===== src/rtl/adder_entry_sequencer.sv =====
// adder_entry_sequencer: debounced two-operand entry and saturating accumulator; ADDER_ENTRY_KEY_SYNC_EN adds a 2-flop key synchroniser
module adder_entry_sequencer #(
  parameter int DEBOUNCE_CYCLES = 50000
) (
  input  logic       clk,
  input  logic       reset,
  input  logic       key_load,
  input  logic       clr,
  input  logic [3:0] sw,
  output logic [3:0] inputA,
  output logic [3:0] inputB,
  output logic [4:0] outputSum,
  output logic       cout,
  output logic [1:0] phase
);
  localparam int CW = $clog2(DEBOUNCE_CYCLES + 1);
  typedef enum logic [1:0] {GET_A, GET_B, SHOW, FULL} state_t;
  state_t state_q, state_d;
  logic [3:0] a_q, a_d, b_q, b_d;
  logic [4:0] sum_q, sum_d;
  logic cout_q, cout_d;
  logic key_s, lvl_q, lvl_d, lvl_prev_q, press, hit;
  logic [CW-1:0] cnt_q, cnt_d, cnt_inc;
  logic [5:0] t;
`ifdef ADDER_ENTRY_KEY_SYNC_EN
  logic [1:0] sync_q;
  always_ff @(posedge clk)
    sync_q <= reset ? 2'b00 : {sync_q[0], key_load};
  assign key_s = sync_q[1];
`else
  assign key_s = key_load;
`endif
  // Any cycle where the key matches the accepted level restarts the stability count
  always_comb begin
    cnt_inc = cnt_q + 1'b1;
    hit = (key_s != lvl_q) && (cnt_inc == CW'(DEBOUNCE_CYCLES));
    cnt_d = (key_s == lvl_q || hit) ? '0 : cnt_inc;
    lvl_d = hit ? ~lvl_q : lvl_q;
  end
  assign press = lvl_q & ~lvl_prev_q;
  assign t = {1'b0, sum_q} + {2'b00, sw};
  always_comb begin
    state_d = state_q;
    a_d = a_q;
    b_d = b_q;
    sum_d = sum_q;
    cout_d = cout_q;
    if (clr) begin
      state_d = GET_A;
      a_d = '0;
      b_d = '0;
      sum_d = '0;
      cout_d = 1'b0;
    end else if (press) begin
      case (state_q)
        GET_A: begin
          a_d = sw;
          state_d = GET_B;
        end
        GET_B: begin
          b_d = sw;
          sum_d = {1'b0, a_q} + {1'b0, sw};
          state_d = SHOW;
        end
        SHOW: begin
          cout_d = t[5];
          state_d = t[5] ? FULL : SHOW;
          sum_d = t[5] ? sum_q : t[4:0];
          b_d = t[5] ? b_q : sw;
        end
        default: state_d = FULL;
      endcase
    end
  end
  always_ff @(posedge clk) begin
    if (reset) begin
      state_q <= GET_A;
      a_q <= '0;
      b_q <= '0;
      sum_q <= '0;
      cout_q <= 1'b0;
      lvl_q <= 1'b0;
      lvl_prev_q <= 1'b0;
      cnt_q <= '0;
    end else begin
      state_q <= state_d;
      a_q <= a_d;
      b_q <= b_d;
      sum_q <= sum_d;
      cout_q <= cout_d;
      lvl_q <= lvl_d;
      lvl_prev_q <= lvl_q;
      cnt_q <= cnt_d;
    end
  end
  assign inputA = a_q;
  assign inputB = b_q;
  assign outputSum = sum_q;
  assign cout = cout_q;
  assign phase = state_q;
endmodule


===== config.mk =====
export PLATFORM = sky130hd
export DESIGN_NAME = adder_entry_sequencer
export DESIGN_NICKNAME = d
export VERILOG_FILES = /design/src/rtl/adder_entry_sequencer.sv
export SDC_FILE = /design/constraint.sdc
export NUM_CORES = 1
export LEC_CHECK = 0
export BUFFER_PORTS_ARGS = -buffer_cell sky130_fd_sc_hd__clkbuf_2
export CAP_MARGIN = 20
export CORE_MARGIN = 2
export CORE_UTILIZATION = 43
export DETAILED_ROUTE_END_ITERATION = 7
export HOLD_SLACK_MARGIN = 0.06
export PLACE_DENSITY = 0.6
export SYNTH_ARGS = -nofsm -noshare
export SYNTH_HDL_FRONTEND = slang
export SYNTH_SLANG_ARGS = --single-unit

===== constraint.sdc =====
create_clock -name clk -period 2.85 [get_ports clk]
set_clock_uncertainty 0.05 [all_clocks]
set_input_delay 0.285 -clock clk [delete_from_list [all_inputs] [get_ports clk]]
set_output_delay 0.285 -clock clk [all_outputs]
set_load 0.02 [all_outputs]

# ---- Yosys cells after proc, flatten, opt, wreduce, memory -nomap -nowiden
# Cells that the tools add are included.
dict set report word_totals {
  ff_bits 34
  wordCells 35
  inputBits 8
}
dict set report classes {
  bitwise_logic 3
  muxes 6
  reduce_logical 9
  eq_ne 6
  addsub 3
}
# operator count
set op_table {}
lappend op_table {{adder 16 x 1 -> 16 bit, second input constant} 1}
lappend op_table {{equality test 16 bit, second input constant} 1}
lappend op_table {{case mux 5 bit (2 select lines)} 1}
lappend op_table {{case mux 4 bit (2 select lines)} 1}
lappend op_table {{adder 5 x 4 -> 6 bit} 1}
lappend op_table {{case mux 2 bit (3 select lines)} 1}
lappend op_table {{adder 4 x 4 -> 5 bit} 1}
lappend op_table {{two-way mux 5 bit} 1}
lappend op_table {{two-way mux 4 bit} 1}
lappend op_table {{AND reduction 2 bit} 2}
lappend op_table {{OR reduction 2 bit} 2}
lappend op_table {{AND reduction 3 bit} 1}
lappend op_table {{equality test 2 x 1 -> 1 bit, second input constant} 1}
lappend op_table {{equality test 2 bit, second input constant} 1}
lappend op_table {{logical NOT 2 bit} 1}
lappend op_table {{inequality test 2 bit, second input constant} 1}
lappend op_table {{inverter 1 bit} 2}
lappend op_table {{nonzero test 2 bit} 1}
lappend op_table {{bitwise AND 1 bit} 1}
lappend op_table {{equality test 1 bit} 1}
lappend op_table {{logical AND 1 bit} 1}
lappend op_table {{logical OR 1 bit} 1}
lappend op_table {{two-way mux 1 bit} 1}
lappend op_table {{inequality test 1 bit} 1}

# ---- Longest topological paths before layout
dict set report depth {
  ltp_word 5
  depth_mapped 9
}

# ---- Worst setup path before layout
# Ideal clock, no wire load.
dict set report synth_timing {
  path_type {register -> register}
  start {reg cnt_q[0]}
  end {reg lvl_q}
  path_slack_ns 0.863
  path_buffers 0
  stages_incl_launch_ff 8
  setup_ns 0.059
  arrival_ns 1.877
  synth_period_minus_slack_ns 1.987
  path_cell_list {dfxtp_1 -> ha_1 -> nand3_2 -> nor4_1 -> o21a_1 -> o2111ai_2 -> or4b_1 -> nand2_1}
}
dict set report synth_via {
  elab_chain_cells 3
}
# element line_no
set synth_lines {}
lappend synth_lines {{start, declared} 23} ;# logic [CW-1:0] cnt_q, cnt_d, cnt_inc;
lappend synth_lines {{start signal, assigned} 93} ;# cnt_q <= cnt_d;
lappend synth_lines {{adder 16 x 1 -> 16 bit} 35} ;# cnt_inc = cnt_q + 1'b1;
lappend synth_lines {{equality test 16 bit} 36} ;# hit = (key_s != lvl_q) && (cnt_inc == CW'(DEBOUNCE_CYCLES));
lappend synth_lines {{logical AND 1 bit} 36}
lappend synth_lines {{end signal, assigned} 91} ;# lvl_q <= lvl_d;
lappend synth_lines {{end, declared} 22} ;# logic key_s, lvl_q, lvl_d, lvl_prev_q, press, hit;
# Every way passes these cells.
# A chain may end at the register's enable or synchronous reset.

# ---- Worst setup path in the final report
dict set report layout_timing {
  start {reg cnt_q[0]}
  end {reg cnt_q[6]}
}
dict set report layout_via {
  elab_chain_cells 5
}
# element line_no
set layout_lines {}
lappend layout_lines {{adder 16 x 1 -> 16 bit *} 35}
lappend layout_lines {{equality test 16 bit} 36}
lappend layout_lines {{logical AND 1 bit} 36}
lappend layout_lines {{logical OR 1 bit} 37} ;# cnt_d = (key_s == lvl_q || hit) ? '0 : cnt_inc;
lappend layout_lines {{OR reduction 2 bit (no line)} -}
# Mark *: on every way between the ends. The rest lies on a longest branch, timed or not.

==> results.tsv <==
metric	value	unit
p_clk_share	40.2	%
die-area	4890	sq um
drt_iter0_drc	53	
slew_headroom	68.0	%
cts_hold_buf	0	
antenna_cells	0	
routedWlPerCell	12.9	um
avgSynthCellArea	8.87	sq um
power.density	405	nW/um^2
ctsRootBufferMaster	clkbuf_8	
outcome	finished clean	
place_congestion	0.778	
synth_nets	231	
synth_edf_count	0	
period_share	77.8	%
syn_to_final_growth	12.9	%
rsz0062_at_grt	no	
comb_power_share	3.8	%
grt_max_degree	17	
ant_nets	0	
die_h	70.0	um
num-nets-final	257	
overflow	0	
insertion_delay	0.28	ns
setup_tns	0	ns
end_kind	flop	
yosys_register_bits	34	
post_cts_buffers	0	
final_util	51.7	%
io_buffers	23	
synth_flop_cell	dfxtp_1	
cts_resized	0	
fmax	0.451	GHz
pin_count	24	
die_w	70.0	um
drt_pass1_iterations	4	
grt_pass1_wl	6.72	mm
vias	1460	
ys_seq_area_share	36.4	%
cts.sink_count	34	
antenna_found_initial	0	
internal_power	0.000676	W
synth_cell_type_count	45	
required	2.97	ns
grt_usage	17.1	%
arrival	2.34	ns
setup_viol	0	
hp-class	input pin to flop	
drt_wl_total	3.69	mm
netlist_area	1870	sq um
worst-slew-pin-transition	0.480	ns
yosys_warnings	0	
numCtsBuffers	5	
path_clk_slew	0.06	ns
ir_drop	297	uV
worstSetupPathType	flop to flop	
cts_tree	yes	
std_cell_rows	23	
power.leakage	0.844	nW
dp_hpwl	2.83	mm
core	4090	sq um
syn_inst	211	
layout-drive-gt1-share	19.1	%
grt_pass1_vias	1359	
seqPwrFrac	55.9	%
startpoint_type	flop	
cap_viol_max_count	0	
fin_crit	2.22	ns
crit_path_max_fanout	9	
switchingPower	0.000180	W
start_util	45.8	%
drc	0	
cts.htree.levels	2	
max-clock-path-buffers	2	
ys_async_sr_fraction	0	%
viasPerCell	5.10	
swShare	21.0	%
hold_viol	0	
slew_violations	0	
worst max-delay path, cell delays in order (launching register included):
cell and delay [ns]:
dfxtp_1 0.40, ha_1 0.27, nand3_2 0.19, nor3_1 0.30, o2111a_1 0.23, o2111ai_2 0.14, o21bai_2 0.33, o21ba_1 0.20
state kept, by name, summed over array words and instances, names as in the netlist:
signal	cells
lvl_prev_q	1
inputA	4
phase	2
lvl_q	1
outputSum	5
inputB	4
cout	1
cnt_q	16
cell type report:
type,instances,area [sq um]
flip-flops and latches,34,681
multi-input cells,163,1130
repair buffers,24,123
fillers,410,1970
clock buffers,6,82.6
inverters,9,33.8
well taps,50,62.6
cell families (layout without fill, tap and decap cells):
kind of cell             after synthesis  count (layout)  share of synthesized area, %
buffers and inverters                 14              39                          3.21
AO/OA/AOI/OAI                         36              36                          12.7
AND/OR/NAND/NOR                       89              89                          26.1
flip-flops                            34              34                          36.4
XOR/XNOR                              17              17                          7.96
multiplexers                           9               9                          4.82
adder cells (fa/ha/maj)               12              12                          8.83
worst paths after layout:
kind / startpoint / end / slack, ns / cells past startpoint
worst min-delay path: reset / lvl_prev_q / 0.16 / 2
worst min register to register: cout / cout / 0.42 / 2
worst max register to register: cnt_q[0] / cnt_q[6] / 0.63 / 7
worst max-delay path: cnt_q[0] / cnt_q[6] / 0.63 / 7
layer usage:
layer	vias to the layer above	wire [um]	track usage [%]
li1	781	-	-
met1	654	2000	25.1
met2	19	1510	24.0
met3	6	122	4.76
met4	0	59	5.77
met5	-	0	0
cell usage after synthesis (all sizes together) (2+ instances only):
cell / n / share of area, %
nor2: 35 / 7.0
dfxtp: 34 / 36
nand2: 13 / 2.7
a21oi: 12 / 3.2
ha: 10 / 6.7
inv: 9 / 1.8
mux2i: 9 / 4.8
xor2: 9 / 4.2
o21ai: 8 / 2.1
xnor2: 8 / 3.7
nor3: 7 / 2.7
nor2b: 6 / 2.0
nand3: 5 / 2.1
clkbuf: 4 / 0.80
nand2b: 4 / 1.3
nor4: 4 / 1.3
a211oi: 3 / 1.2
o21a: 3 / 1.2
a21o: 2 / 0.80
and3: 2 / 0.80
and3b: 2 / 0.94
fa: 2 / 2.1
nand4: 2 / 0.67
or2b: 2 / 0.87
cells in the final DEF (no fill, tap or decap), types with 2 or more instances in the layout:
| cell type | instances |
|---|---|
| nor3_1 | 5 |
| inv_1 | 9 |
| a211oi_1 | 3 |
| xor2_1 | 9 |
| a21oi_1 | 12 |
| mux2i_1 | 9 |
| nand3_2 | 3 |
| and3b_1 | 2 |
| and3_2 | 2 |
| o21a_1 | 3 |
| nand3_1 | 2 |
| clkbuf_8 | 6 |
| nor2_1 | 35 |
| ha_1 | 10 |
| xnor2_1 | 8 |
| nor4_1 | 4 |
| a21o_1 | 2 |
| nor2b_1 | 6 |
| o21ai_0 | 8 |
| nand4_1 | 2 |
| clkbuf_2 | 23 |
| dfxtp_1 | 34 |
| nand2_1 | 12 |
| fa_1 | 2 |
| nand2b_1 | 4 |
per-stage QoR:
step	total power [W]	cells	hold WS, ns	setup slack [ns]	cell area, sq um
3_5_place_dp	0.000522	280	0.417	0.613	2030
2_1_floorplan	0.000509	211	0.315	0.863	1870
5_1_grt	0.000899	286	0.183	0.365	2110
4_1_cts	0.000873	286	0.158	0.596	2110
3_3_place_gp	0.000522	280	0.413	0.671	2030
6_report	0.000855	286	0.161	0.632	2110
power groups by stage:
stage / logic [W] / registers [W] / clock network, W
5_1_grt: 0.0000383 / 0.000478 / 0.000383
6_report: 0.0000325 / 0.000478 / 0.000344
3_3_place_gp: 0.0000328 / 0.000489 / 0
4_1_cts: 0.0000332 / 0.000478 / 0.000361
2_1_floorplan: 0.0000207 / 0.000489 / 0
3_5_place_dp: 0.0000330 / 0.000489 / 0
(Power assumes the default switching activity.)
